--- src/rtl/td4x_pkg.sv ---
// rtl/td4x_pkg.sv - shared opcode/state types and decode helper for the td4x core
package td4x_pkg;

  // Full 4-bit opcode space; every encoding not listed here decodes to OP_NOP
  typedef enum logic [3:0] {
    OP_ADD_A  = 4'h0,
    OP_MOV_AB = 4'h1,
    OP_IN_A   = 4'h2,
    OP_MOV_AI = 4'h3,
    OP_MOV_BA = 4'h4,
    OP_ADD_B  = 4'h5,
    OP_IN_B   = 4'h6,
    OP_MOV_BI = 4'h7,
    OP_NOP    = 4'h8,
    OP_OUT_B  = 4'h9,
    OP_OUT_I  = 4'hB,
    OP_JNC    = 4'hE,
    OP_JMP    = 4'hF
  } opcode_e;

  typedef enum logic [1:0] {
    ST_IDLE  = 2'd0,
    ST_FETCH = 2'd1,
    ST_EXEC  = 2'd2
  } state_e;

  localparam int OPC_W = 4;

  // Map a raw opcode field onto the enum, folding the unused encodings into NOP
  function automatic opcode_e decode_op(input logic [OPC_W-1:0] raw);
    case (raw)
      4'h8, 4'hA, 4'hC, 4'hD: decode_op = OP_NOP;
      default:                decode_op = opcode_e'(raw);
    endcase
  endfunction

endpackage

--- src/rtl/td4x_exec.sv ---
// rtl/td4x_exec.sv - combinational execute stage: next A/B/C/PC and output write
module td4x_exec
  import td4x_pkg::*;
#(
  parameter int DATA_W = 4,
  parameter int ADDR_W = 4
) (
  input  logic [DATA_W+3:0] ir_i,
  input  logic [DATA_W-1:0] a_i,
  input  logic [DATA_W-1:0] b_i,
  input  logic              c_i,
  input  logic [ADDR_W-1:0] pc_i,
  input  logic [DATA_W-1:0] in_data_i,
  output logic [DATA_W-1:0] a_o,
  output logic [DATA_W-1:0] b_o,
  output logic              c_o,
  output logic [ADDR_W-1:0] pc_o,
  output logic [DATA_W-1:0] out_o,
  output logic              out_we_o
);

  localparam logic [ADDR_W-1:0] PC_ONE = ADDR_W'(1);

  logic [DATA_W-1:0] imm;
  opcode_e           op;
  logic [DATA_W:0]   sum_a;
  logic [DATA_W:0]   sum_b;

  assign imm   = ir_i[DATA_W-1:0];
  assign op    = decode_op(ir_i[DATA_W+3:DATA_W]);
  // One extra bit on the adders captures the carry out of the MSB
  assign sum_a = {1'b0, a_i} + {1'b0, imm};
  assign sum_b = {1'b0, b_i} + {1'b0, imm};

  // Decode IR and compute the architectural state after this instruction
  always_comb begin
    a_o      = a_i;
    b_o      = b_i;
    c_o      = 1'b0;
    pc_o     = pc_i + PC_ONE;
    out_o    = b_i;
    out_we_o = 1'b0;
    case (op)
      OP_ADD_A: begin
        a_o = sum_a[DATA_W-1:0];
        c_o = sum_a[DATA_W];
      end
      OP_ADD_B: begin
        b_o = sum_b[DATA_W-1:0];
        c_o = sum_b[DATA_W];
      end
      OP_MOV_AB: a_o = b_i;
      OP_IN_A:   a_o = in_data_i;
      OP_MOV_AI: a_o = imm;
      OP_MOV_BA: b_o = a_i;
      OP_IN_B:   b_o = in_data_i;
      OP_MOV_BI: b_o = imm;
      OP_OUT_B:  out_we_o = 1'b1;
      OP_OUT_I: begin
        out_o    = imm;
        out_we_o = 1'b1;
      end
      OP_JNC: begin
        // c_i is the flag from before this instruction; c_o still clears
        if (!c_i) pc_o = imm[ADDR_W-1:0];
      end
      OP_JMP:  pc_o = imm[ADDR_W-1:0];
      default: ;
    endcase
  end

endmodule

--- src/rtl/td4x_core.sv ---
// rtl/td4x_core.sv - multi-cycle td4x CPU: fetch/execute FSM, state registers, I/O port
module td4x_core
  import td4x_pkg::*;
#(
  parameter int DATA_W = 4,
  parameter int ADDR_W = 4
) (
  input  logic              clk,
  input  logic              rst,
  input  logic              run,
  input  logic              step,
  output logic              halted,
  output logic              mem_req,
  output logic [ADDR_W-1:0] mem_addr,
  input  logic              mem_ack,
  input  logic [DATA_W+3:0] mem_rdata,
  input  logic [DATA_W-1:0] in_data,
  output logic [DATA_W-1:0] out_data,
  output logic              out_we,
  output logic [ADDR_W-1:0] pc_dbg
);

  state_e            state_q;
  logic [ADDR_W-1:0] pc_q;
  logic [DATA_W-1:0] a_q;
  logic [DATA_W-1:0] b_q;
  logic              c_q;
  logic [DATA_W+3:0] ir_q;
  logic [DATA_W-1:0] out_q;
  logic              out_we_q;
  logic              req_q;
  logic              halted_q;
  logic              single_q;

  logic [DATA_W-1:0] a_d;
  logic [DATA_W-1:0] b_d;
  logic              c_d;
  logic [ADDR_W-1:0] pc_d;
  logic [DATA_W-1:0] out_d;
  logic              out_wr_d;

  td4x_exec #(
    .DATA_W(DATA_W),
    .ADDR_W(ADDR_W)
  ) u_exec (
    .ir_i      (ir_q),
    .a_i       (a_q),
    .b_i       (b_q),
    .c_i       (c_q),
    .pc_i      (pc_q),
    .in_data_i (in_data),
    .a_o       (a_d),
    .b_o       (b_d),
    .c_o       (c_d),
    .pc_o      (pc_d),
    .out_o     (out_d),
    .out_we_o  (out_wr_d)
  );

  assign halted   = halted_q;
  assign mem_req  = req_q;
  assign mem_addr = pc_q;
  assign out_data = out_q;
  assign out_we   = out_we_q;
  assign pc_dbg   = pc_q;

  // Fetch/execute sequencer; req/halted are registered so they change only with state
  always_ff @(posedge clk or posedge rst) begin
    if (rst) begin
      state_q  <= ST_IDLE;
      pc_q     <= '0;
      a_q      <= '0;
      b_q      <= '0;
      c_q      <= 1'b0;
      ir_q     <= '0;
      out_q    <= '0;
      out_we_q <= 1'b0;
      req_q    <= 1'b0;
      halted_q <= 1'b1;
      single_q <= 1'b0;
    end else begin
      out_we_q <= 1'b0;
      case (state_q)
        ST_IDLE: begin
          // run has priority, so a step pulse while running is ignored
          if (run) begin
            state_q  <= ST_FETCH;
            req_q    <= 1'b1;
            halted_q <= 1'b0;
            single_q <= 1'b0;
          end else if (step) begin
            state_q  <= ST_FETCH;
            req_q    <= 1'b1;
            halted_q <= 1'b0;
            single_q <= 1'b1;
          end
        end
        ST_FETCH: begin
          // The request is held until acknowledged; it is never withdrawn here
          if (mem_ack) begin
            ir_q    <= mem_rdata;
            req_q   <= 1'b0;
            state_q <= ST_EXEC;
          end
        end
        ST_EXEC: begin
          a_q      <= a_d;
          b_q      <= b_d;
          c_q      <= c_d;
          pc_q     <= pc_d;
          single_q <= 1'b0;
          if (out_wr_d) begin
            out_q    <= out_d;
            out_we_q <= 1'b1;
          end
          if (single_q || !run) begin
            state_q  <= ST_IDLE;
            halted_q <= 1'b1;
          end else begin
            state_q <= ST_FETCH;
            req_q   <= 1'b1;
          end
        end
        default: begin
          state_q  <= ST_IDLE;
          req_q    <= 1'b0;
          halted_q <= 1'b1;
        end
      endcase
    end
  end

endmodule

--- config.mk ---
export PLATFORM = sky130hd
export DESIGN_NAME = td4x_core
export DESIGN_NICKNAME = d
export VERILOG_FILES = /design/src/rtl/td4x_pkg.sv /design/src/rtl/td4x_exec.sv /design/src/rtl/td4x_core.sv
export SDC_FILE = /design/constraint.sdc
export NUM_CORES = 1
export LEC_CHECK = 0
export CORE_MARGIN = 5
export CORE_UTILIZATION = 57
export DETAILED_ROUTE_END_ITERATION = 10
export DONT_BUFFER_PORTS = 1
export GPL_ROUTABILITY_DRIVEN = 0
export PLACE_DENSITY_LB_ADDON = 0.12
export SLEW_MARGIN = 20
export SYNTH_ARGS = -nofsm -noshare
export SYNTH_HDL_FRONTEND = slang
export SYNTH_SLANG_ARGS = --single-unit
--- constraint.sdc ---
create_clock -name clk -period 2 [get_ports clk]
set_clock_uncertainty 0.1 [all_clocks]
set_input_delay 0.4 -clock clk [delete_from_list [all_inputs] [get_ports clk]]
set_output_delay 0.4 -clock clk [all_outputs]
set_load 0.01 [all_outputs]
==> flow_metrics.py, run 1 <==
metrics = {
    "timing": {
        "setup_violations": 2,
        "period_minus_slack_ns": 2.06,
        "postLayoutSetupSlackWorst_ns": -0.0640,
        "hold_ws_ns": 0.0678,
        "fin_tns_setup_ns": -0.0922,
        "final-max-slew-violation-count": 0,
        "clock.fmax_mhz": 484,
        "worstMarginPinSlew_ns": 0.536,
        "rsz0062_at_grt": "true",
        "fin_crit_sh": 1.03,
        "slew_headroom": 0.642,
        "hold_viol": 0,
    },
    "synthesis": {
        "ys_ff_latch": 31,
        "synth_cell_types": 45,
        "syn-cell-area_mm2": 0.00191,
        "async_flop_share": 1.00,
        "syn_nets": 194,
        "synth_edf_count": 0,
        "synth_seq_area_share": 0.407,
        "yosysWarnings": 0,
        "ys.flop_type": "dfrtp_1",
        "synthCells": 166,
        "avgSynthCellArea_um2": 11.5,
    },
    "die": {
        "core_mm2": 0.00328,
        "io-pin-count": 32,
        "std_cell_rows": 21,
        "die_area_mm2": 0.00461,
        "die_h_um": 67.9,
        "die_x_um": 67.9,
        "initial_core_util": 0.582,
    },
    "setup_path": {
        "arrival_ns": 2.18,
        "timing.rr.end": "b_q[2]$_DFFE_PP0P_",
        "cp.required_ns": 2.12,
        "worstPathMaxFanout": 3,
        "worst_setup_path_start_kind": "flop",
        "r2r_start": "ir_q[0]$_DFFE_PP0P_",
        "end_kind": "flop",
        "rr_worst_depth": 5,
        "crit_end": "b_q[2]$_DFFE_PP0P_",
        "cp-startpoint": "ir_q[0]$_DFFE_PP0P_",
        "crit_type": "flop to flop",
        "reg2reg_slack_ns": -0.06,
    },
    "global_routing": {
        "grt_pass1_wl_um": 6530,
        "antenna_found_initial": 0,
        "grt_pass1_vias": 1329,
        "grt_max_degree": 20,
        "track_usage": 0.197,
        "grt-ovfl-total": 0,
    },
    "clocking": {
        "cts_made_buffers": 5,
        "ctsHtreeMaxLevel": 2,
        "cts_buffer_depth": 2,
        "cts_tree": "built",
        "cts.clk_slew.worst_paths_ns": 0.10,
        "cts_root_buf": "clkbuf_4",
        "cts.sinks": 31,
        "clk_latency_ns": 0.32,
    },
    "layout": {
        "final_nets": 203,
        "synthToLayoutAreaGrowth_pct": 7.07,
        "drive_gt1_frac": 0.267,
        "final_area_mm2": 0.00205,
        "num_antenna_cells": 0,
        "final_cells": 222,
        "final_core_util": 0.623,
    },
    "power": {
        "power_frac_comb": 0.479,
        "vdd_drop_max_uv": 926,
        "total_power_mw": 3.34,
        "intPower_mw": 1.96,
        "powerDensity_mw_per_mm2": 1630,
        "clkPwrFrac": 0.102,
        "p_leak_nw": 0.897,
        "pwr-share-seq": 0.419,
        "power_switching_share": 0.412,
        "p_switching_mw": 1.38,
    },
    "status": {
        "violations": "negative setup slack",
        "status": "complete, but fails checks",
    },
    "placement": {
        "io_buffers": 0,
        "dp_hpwl_um": 2920,
        "postPlaceCellArea_mm2": 0.00198,
        "dp_slack_ns": -0.0964,
        "place_inst": 212,
    },
    "detailed_routing": {
        "ant_nets": 0,
        "vias": 1321,
        "wl_per_cell_um": 17.0,
        "viasPerCell": 5.95,
        "drt_iter0_drc": 53,
        "firstDrtPassIters": 4,
        "wl_um": 3780,
        "drc_errors": 0,
    },
    "hold_path": {
        "hp-class": "input pin to flop",
    },
    "run": {
        "cap_violations": 0,
    },
}
==> what timing repair did <==
action                                 4_1_cts  5_1_grt
setup endpoints to repair                    4        7
cloned                                       0        0
resized for setup                            2        1
buffers inserted                             1        0
hold buffers                                 1        0
endpoints found under the hold margin       12        0
pin swaps                                    1        1
==> layout make-up <==
cell class / count / area, µm²
Clock inverter: 1 / 5.00
Sequential cell: 31 / 778
Multi-Input combinational cell: 114 / 1010
Tap cell: 46 / 57.6
Timing Repair Buffer: 12 / 105
Clock buffer: 7 / 45.0
Fill cell: 290 / 1240
Inverter: 11 / 41.3
==> worst min-delay path by stage <==
stage,start,to,slack [ns],depth (start not counted)
final,mem_ack,state_q[0]$_DFFE_PP0P_,0.07,1
after global routing,mem_ack,state_q[0]$_DFFE_PP0P_,0.04,1
after CTS,mem_ack,state_q[0]$_DFFE_PP0P_,0.05,1
after detailed placement,rst,mem_addr[2]$_DFFE_PP0P_,0.26,1
after global placement,rst,mem_addr[2]$_DFFE_PP0P_,0.25,1
after floorplan,single_q$_DFFE_PP0P_,single_q$_DFFE_PP0P_,0.36,1
==> Yosys cell counts, drive strengths merged (2+ instances only) <==
cell | number | share of area
o221ai | 3 | 0.014
dfrtp | 30 | 0.39
nand2 | 8 | 0.016
ha | 9 | 0.059
nor2b | 4 | 0.013
inv | 11 | 0.022
o22a | 2 | 0.0092
o311ai | 2 | 0.0092
nand3 | 4 | 0.013
nor2 | 11 | 0.022
xor2 | 2 | 0.0092
buf | 9 | 0.041
o211ai | 3 | 0.012
a21oi | 9 | 0.029
nand2b | 6 | 0.024
o22ai | 2 | 0.0065
and3 | 2 | 0.0065
nor3 | 4 | 0.022
mux2 | 15 | 0.090
mux2i | 3 | 0.016
o21ai | 7 | 0.018
mux4 | 6 | 0.081
fa | 2 | 0.021
==> metal layers <==
metal	wire (µm)	vias up	GRT usage	part of all wire
li1	-	623	-	-
met1	1650	642	0.260	0.44
met2	1810	50	0.304	0.48
met3	256	6	0.0608	0.068
met4	64	0	0.0769	0.017
met5	0	-	0	0
==> power groups by stage <==
stage          Combinational [mW]  Sequential [mW]  Clock (mW)
2_1_floorplan                1.40             1.21           0
3_3_place_gp                 1.49             1.39           0
3_5_place_dp                 1.57             1.41           0
4_1_cts                      1.61             1.39       0.357
5_1_grt                      1.78             1.47       0.395
6_report                     1.60             1.40       0.342
==> placed cells by master (no fill, tap or decap), types with 3 or more instances in the layout <==
cell       n
a21oi_1    8
buf_4     10
clkbuf_4   5
dfrtp_1   29
ha_1       7
inv_1     11
mux2_2    13
mux2i_1    3
mux4_2     4
nand2_1    8
nand2b_1   5
nand3_1    3
nor2_1    11
nor2b_1    4
o211ai_1   3
o21ai_0    7
o221ai_1   3
==> kinds of logic (layout without fill, tap and decap cells) <==
logic type | after synthesis | count (layout) | synth area share
XOR/XNOR | 2 | 2 | 0.00917
flip-flops | 31 | 31 | 0.407
multiplexers | 24 | 24 | 0.187
AND/OR/NAND/NOR | 42 | 42 | 0.127
adder cells (fa/ha/maj) | 11 | 11 | 0.0799
buffers and inverters | 21 | 31 | 0.0642
AO/OA/AOI/OAI | 35 | 35 | 0.126
==> worst max-delay path, cell delays in order, from the launching register on <==
cell	delay, ns
dfrtp_1	0.41
ha_2	0.20
fa_2	0.35
xor2_1	0.15
mux4_2	0.46
mux2_2	0.28
==> sequential cells by signal, summed over array words and instances, names as in the netlist <==
register / cells
a_q: 4
ir_q: 8
out_we: 1
halted: 1
state_q: 2
c_q: 1
out_data: 4
mem_req: 1
single_q: 1
b_q: 4
mem_addr: 4
Power figures use the tool's default switching activity.
==> run 2: changes to the inputs <==
--- a/config.mk
+++ b/config.mk
@@ -7,6 +7,7 @@
 export LEC_CHECK = 0
 export CORE_MARGIN = 5
 export CORE_UTILIZATION = 57
+export CTS_BUF_LIST = sky130_fd_sc_hd__clkbuf_4 sky130_fd_sc_hd__clkbuf_8 sky130_fd_sc_hd__clkbuf_16
 export DETAILED_ROUTE_END_ITERATION = 10
 export DONT_BUFFER_PORTS = 1
 export GPL_ROUTABILITY_DRIVEN = 0
==> constraint.sdc (replaced) <==
create_clock -name clk -period 2 [get_ports clk]
set_clock_uncertainty 0.1 [all_clocks]
set_input_delay 0.1 -clock clk [delete_from_list [all_inputs] [get_ports clk]]
set_output_delay 0.1 -clock clk [all_outputs]
set_load 0.01 [all_outputs]
==> run 2 against run 1 <==
The run still ends with negative setup slack left. Die area stayed put. Sequential power is essentially flat. Design area is 5.7% higher. Highest routed layer unchanged.
==> flow_metrics.py, run 2 (synthesis gave the netlist of run 1 again) <==
metrics = {
    "timing": {
        "postLayoutSetupSlackWorst_ns": -0.0427,
        "slew_headroom": 0.657,
        "final-max-slew-violation-count": 0,
        "fin_crit_sh": 1.02,
        "worstMarginPinSlew_ns": 0.515,
        "period_minus_slack_ns": 2.04,
        "hold_ws_ns": 0.0226,
        "clock.fmax_mhz": 490,
        "hold_viol": 0,
        "fin_tns_setup_ns": -0.0897,
        "setup_violations": 3,
        "rsz0062_at_grt": "true",
    },
    "layout": {
        "final_nets": 215,
        "largest_reg_flops": 8,
        "regMostFlops": "ir_q",
        "synthToLayoutAreaGrowth_pct": 13.2,
        "layout_commonest_cell": "dfrtp_1",
        "num_antenna_cells": 0,
        "drive_gt1_frac": 0.261,
        "nFillCells": 280,
        "layout_common_cells": "dfrtp_1 (29), dlygate4sd3_1 (14), mux2_2 (12)",
    },
    "run": {
        "cap_violations": 0,
    },
    "setup_path": {
        "critPathBufInv": 0,
        "arrival_ns": 2.17,
        "r2r_start": "ir_q[0]$_DFFE_PP0P_",
        "cpPeakStageDelay_ns": 0.45,
        "crit_chain": "ha_2 -> fa_2 -> xor2_1 -> mux4_2 -> mux2_4",
        "worst_setup_path_start_kind": "flop",
        "crit_family": "multiplexers",
        "slowest_stage": "mux4_2",
        "worstPathMaxFanout": 4,
        "reg2reg_slack_ns": -0.04,
        "rr_worst_depth": 5,
        "timing.rr.end": "a_q[2]$_DFFE_PP0P_",
        "crit_type": "flop to flop",
        "cp.required_ns": 2.12,
        "end_kind": "flop",
    },
    "power": {
        "p_leak_nw": 0.947,
        "powerDensity_mw_per_mm2": 1580,
        "vdd_drop_max_uv": 895,
    },
    "die": {
        "std_cell_rows": 21,
        "io-pin-count": 32,
        "die_x_um": 67.9,
        "die_area_mm2": 0.00461,
        "core_mm2": 0.00328,
        "initial_core_util": 0.582,
        "die_h_um": 67.9,
    },
    "hold_path": {
        "worstHoldEndpoint": "a_q[3]$_DFFE_PP0P_",
        "min-delay-start": "in_data[3]",
        "min_path_cells": 3,
        "hp-class": "input pin to flop",
    },
    "status": {
        "status": "complete, but fails checks",
        "violations": "negative setup slack",
    },
    "placement": {
        "io_buffers": 0,
        "dp_hpwl_um": 2890,
    },
    "detailed_routing": {
        "drc_errors": 0,
        "wl_um": 3940,
        "vias": 1354,
        "viasPerCell": 5.79,
        "ant_nets": 0,
        "firstDrtPassIters": 4,
        "drt_iter0_drc": 64,
        "wl_per_cell_um": 16.8,
    },
    "clocking": {
        "cts_made_buffers": 5,
        "cts_buffer_depth": 2,
        "post-cts-setup-buffer-count": 0,
        "cts_tree": "built",
        "cts.sinks": 31,
        "ctsHtreeMaxLevel": 2,
        "cts_root_buf": "clkbuf_4",
        "clk_latency_ns": 0.33,
        "cts.clk_slew.worst_paths_ns": 0.10,
    },
    "global_routing": {
        "track_usage": 0.203,
        "grt-ovfl-total": 0,
        "grt_pass1_vias": 1400,
        "grt_pass1_wl_um": 6740,
        "antenna_found_initial": 0,
        "grt_max_degree": 20,
    },
}
run 2: worst register-to-register path, cell delays in order (launching register included):
cell,delay [ns]
dfrtp_1,0.43
ha_2,0.20
fa_2,0.35
xor2_1,0.14
mux4_2,0.45
mux2_4,0.26
run 2: layout make-up:
class                      count  area (µm²)  area share
multi-input combinational    114        1010       0.468
clock inverter                 1        5.00     0.00231
clock buffer                   7        52.6      0.0243
timing repair buffer          24         215      0.0995
sequential                    31         778       0.360
inverter                      11        41.3      0.0191
tap                           46        57.6      0.0266
run 2: per-stage QoR:
step / cell area (µm²) / power [mW] / worst slack (ns) / cells / util
3_3_place_gp: 1970 / 2.87 / -0.0275 / 212 / 0.600
5_1_grt: 2160 / 3.74 / -0.0974 / 234 / 0.659
3_5_place_dp: 1970 / 2.97 / -0.0398 / 212 / 0.600
6_report: 2160 / 3.43 / -0.0427 / 234 / 0.659
4_1_cts: 2160 / 3.44 / -0.0511 / 234 / 0.658
2_1_floorplan: 1920 / 2.61 / -0.0226 / 166 / -
run 2: worst max-delay path by stage:
stage	from	to	slack, ns	cells after the start
after floorplan	ir_q[0]$_DFFE_PP0P_	b_q[2]$_DFFE_PP0P_	-0.02	5
after global placement	ir_q[0]$_DFFE_PP0P_	b_q[2]$_DFFE_PP0P_	-0.03	5
after detailed placement	ir_q[0]$_DFFE_PP0P_	b_q[2]$_DFFE_PP0P_	-0.04	5
after CTS	ir_q[0]$_DFFE_PP0P_	a_q[2]$_DFFE_PP0P_	-0.05	5
after global routing	ir_q[0]$_DFFE_PP0P_	a_q[2]$_DFFE_PP0P_	-0.1	5
final	ir_q[0]$_DFFE_PP0P_	a_q[2]$_DFFE_PP0P_	-0.04	5
run 2: timing repair:
| item | in CTS | in global routing |
|---|---|---|
| hold buffers | 14 | 0 |
| pin swaps | 0 | 0 |
| setup endpoints to repair | 4 | 9 |
| endpoints found under the hold margin | 24 | 0 |
| resized for setup | 4 | 1 |
run 2: routing by layer:
layer  track usage  vias to the layer above  wire [µm]
met5             0                        -          0
met4        0.0769                        0         48
met3        0.0558                        4        271
met2         0.327                       52       1900
met1         0.259                      658       1710
li1              -                      640          -
run 2: power by group:
part / switching [mW] / leakage [nW] / internal, mW
Clock: 0.217 / 0.0361 / 0.164
Sequential: 0.499 / 0.384 / 0.902
Combinational: 0.683 / 0.527 / 0.961
Total: 1.40 / 0.947 / 2.03
==> run 3: changes to the inputs <==
--- a/config.mk
+++ b/config.mk
@@ -6,13 +6,15 @@
 export NUM_CORES = 1
 export LEC_CHECK = 0
 export CORE_MARGIN = 5
-export CORE_UTILIZATION = 57
+export CORE_UTILIZATION = 45
 export CTS_BUF_LIST = sky130_fd_sc_hd__clkbuf_4 sky130_fd_sc_hd__clkbuf_8 sky130_fd_sc_hd__clkbuf_16
 export DETAILED_ROUTE_END_ITERATION = 10
 export DONT_BUFFER_PORTS = 1
 export GPL_ROUTABILITY_DRIVEN = 0
+export GPL_TIMING_DRIVEN = 0
 export PLACE_DENSITY_LB_ADDON = 0.12
 export SLEW_MARGIN = 20
 export SYNTH_ARGS = -nofsm -noshare
 export SYNTH_HDL_FRONTEND = slang
 export SYNTH_SLANG_ARGS = --single-unit
+export TNS_END_PERCENT = 10
==> run 3 against run 2 <==
The run still ends with negative setup slack left. Total power up 4.1%. Die area up 23%. Cell count up 2.6%. Critical path depth unchanged. Count of clock-buffer cells in the layout down 2. Sequential power down 6%. Critical path type unchanged. Largest power group unchanged.
==> flow_metrics.py, run 3 (synthesis gave the netlist of run 1 again) <==
metrics = {
    "layout": {
        "largest_reg_flops": 8,
        "drive_gt1_frac": 0.274,
        "regMostFlops": "ir_q",
        "num_antenna_cells": 0,
        "final_area_mm2": 0.00223,
        "final_core_util": 0.549,
        "layout_commonest_cell": "dfrtp_1",
        "final_nets": 217,
        "synthToLayoutAreaGrowth_pct": 16.6,
        "final_cells": 240,
        "layout_common_cells": "dfrtp_1 (28), dlygate4sd3_1 (13), mux2_2 (12)",
    },
    "clocking": {
        "clk_latency_ns": 0.29,
        "cts_root_buf": "clkbuf_8",
        "cts_made_buffers": 5,
        "ctsHtreeMaxLevel": 2,
        "cts.clk_slew.worst_paths_ns": 0.07,
        "cts.sinks": 31,
        "cts_tree": "built",
        "cts_buffer_depth": 2,
    },
    "placement": {
        "postPlaceCellArea_mm2": 0.00198,
        "io_buffers": 0,
        "place_inst": 216,
        "dp_slack_ns": -0.215,
        "dp_hpwl_um": 2830,
    },
    "timing": {
        "hold_viol": 0,
        "worstMarginPinSlew_ns": 0.658,
        "period_minus_slack_ns": 2.09,
        "hold_ws_ns": 0.0418,
        "setup_violations": 3,
        "fin_crit_sh": 1.04,
        "postLayoutSetupSlackWorst_ns": -0.0896,
        "slew_headroom": 0.561,
        "rsz0062_at_grt": "true",
        "final-max-slew-violation-count": 0,
        "clock.fmax_mhz": 479,
    },
    "setup_path": {
        "crit_family": "multiplexers",
        "cpPeakStageDelay_ns": 0.45,
        "critPathBufInv": 0,
        "arrival_ns": 2.16,
        "end_kind": "flop",
        "slowest_stage": "mux4_2",
        "worstPathMaxFanout": 4,
        "worst_setup_path_start_kind": "flop",
        "crit_chain": "ha_2 -> fa_2 -> xor2_1 -> mux4_2 -> mux2_2",
        "cp.required_ns": 2.07,
        "crit_type": "flop to flop",
    },
    "die": {
        "die_x_um": 75.2,
        "core_mm2": 0.00406,
        "std_cell_rows": 23,
        "die_h_um": 75.2,
        "io-pin-count": 32,
        "initial_core_util": 0.471,
        "die_area_mm2": 0.00565,
    },
    "global_routing": {
        "grt_pass1_wl_um": 6570,
        "grt_max_degree": 32,
        "grt-ovfl-total": 0,
        "grt_pass1_vias": 1333,
        "antenna_found_initial": 0,
        "track_usage": 0.159,
    },
    "detailed_routing": {
        "vias": 1348,
        "drc_errors": 0,
        "viasPerCell": 5.62,
        "drt_iter0_drc": 57,
        "wl_um": 4050,
        "wl_per_cell_um": 16.9,
        "firstDrtPassIters": 4,
        "ant_nets": 0,
    },
    "power": {
        "p_leak_nw": 0.972,
        "intPower_mw": 2.13,
        "vdd_drop_max_uv": 947,
        "power_switching_share": 0.403,
        "pwr-share-seq": 0.369,
        "clkPwrFrac": 0.134,
        "p_switching_mw": 1.44,
        "powerDensity_mw_per_mm2": 1600,
        "power_frac_comb": 0.497,
    },
    "hold_path": {
        "hp-class": "input pin to flop",
    },
    "status": {
        "violations": "negative setup slack",
        "status": "complete, but fails checks",
    },
    "run": {
        "cap_violations": 0,
    },
}
==> run 3: changes by cell type in the layout (fill, tap and decap cells not counted), moves of 2 or more <==
cell | before | now
clkbuf_4 | 7 | 0
clkbuf_8 | 0 | 5
buf_4 | 10 | 7
buf_2 | 0 | 2
buf_6 | 0 | 2
clkinv_2 | 1 | 3
==> run 3: power by group through the flow <==
stage	Combinational, mW	Sequential [mW]	Clock [mW]
global route	1.97	1.37	0.520
finish	1.77	1.32	0.479
detailed placement	1.64	1.34	0
CTS	1.77	1.32	0.494
global placement	1.57	1.33	0
floorplan	1.38	1.21	0
==> run 3: area by class of cell <==
cell class                      instances  area (µm²)
Inverter                               11        41.3
Clock inverter                          3        15.0
Fill cell                             355        1830
Tap cell                               50        62.6
Timing Repair Buffer                   16         153
Clock buffer                            5        68.8
Multi-Input combinational cell        114        1030
Sequential cell                        31         779
Buffer                                 10        81.3
==> run 3: per-layer routing <==
layer / wire [µm] / GRT usage / part of all wire / vias up
li1: - / - / - / 646
met1: 1790 / 0.211 / 0.44 / 654
met2: 1910 / 0.243 / 0.47 / 40
met3: 277 / 0.0521 / 0.068 / 8
met4: 68 / 0.0583 / 0.017 / 0
met5: 0 / 0 / 0 / -
==> run 3: stage by stage <==
step	setup TNS [ns]	power, mW
after floorplan	-0.0453	2.59
after global placement	-0.533	2.90
after detailed placement	-0.652	2.97
after CTS	-0.199	3.58
after global routing	-0.357	3.86
final	-0.196	3.57
==> run 3: repair_timing <==
| item | CTS | global route |
|---|---|---|
| pin swaps | 0 | 0 |
| hold buffers | 13 | 0 |
| resized for setup | 6 | 2 |
| endpoints found under the hold margin | 42 | 0 |
| endpoints found under the setup margin | 4 | 4 |
| setup buffers | 3 | 0 |
==> run 3: final timing paths <==
| kind | startpoint | depth (start not counted) | slack, ns | to |
|---|---|---|---|---|
| min in group asynchronous | rst | 2 | 0.26 | mem_addr[0]$_DFFE_PP0P_ |
| worst min-delay path | run | 4 | 0.04 | state_q[0]$_DFFE_PP0P_ |
| max in group asynchronous | rst | 2 | 1.07 | ir_q[0]$_DFFE_PP0P_ |
| worst max register to register | ir_q[0]$_DFFE_PP0P_ | 5 | -0.09 | b_q[2]$_DFFE_PP0P_ |
| worst max-delay path | ir_q[0]$_DFFE_PP0P_ | 5 | -0.09 | b_q[2]$_DFFE_PP0P_ |
| worst min register to register | single_q$_DFFE_PP0P_ | 1 | 0.40 | single_q$_DFFE_PP0P_ |
==> run 3: tightest hold or removal path, delay by kind of cell <==
kind | cells | cell delay (ns)
AO/OA/AOI/OAI | 1 | 0.11
AND/OR/NAND/NOR | 3 | 0.17
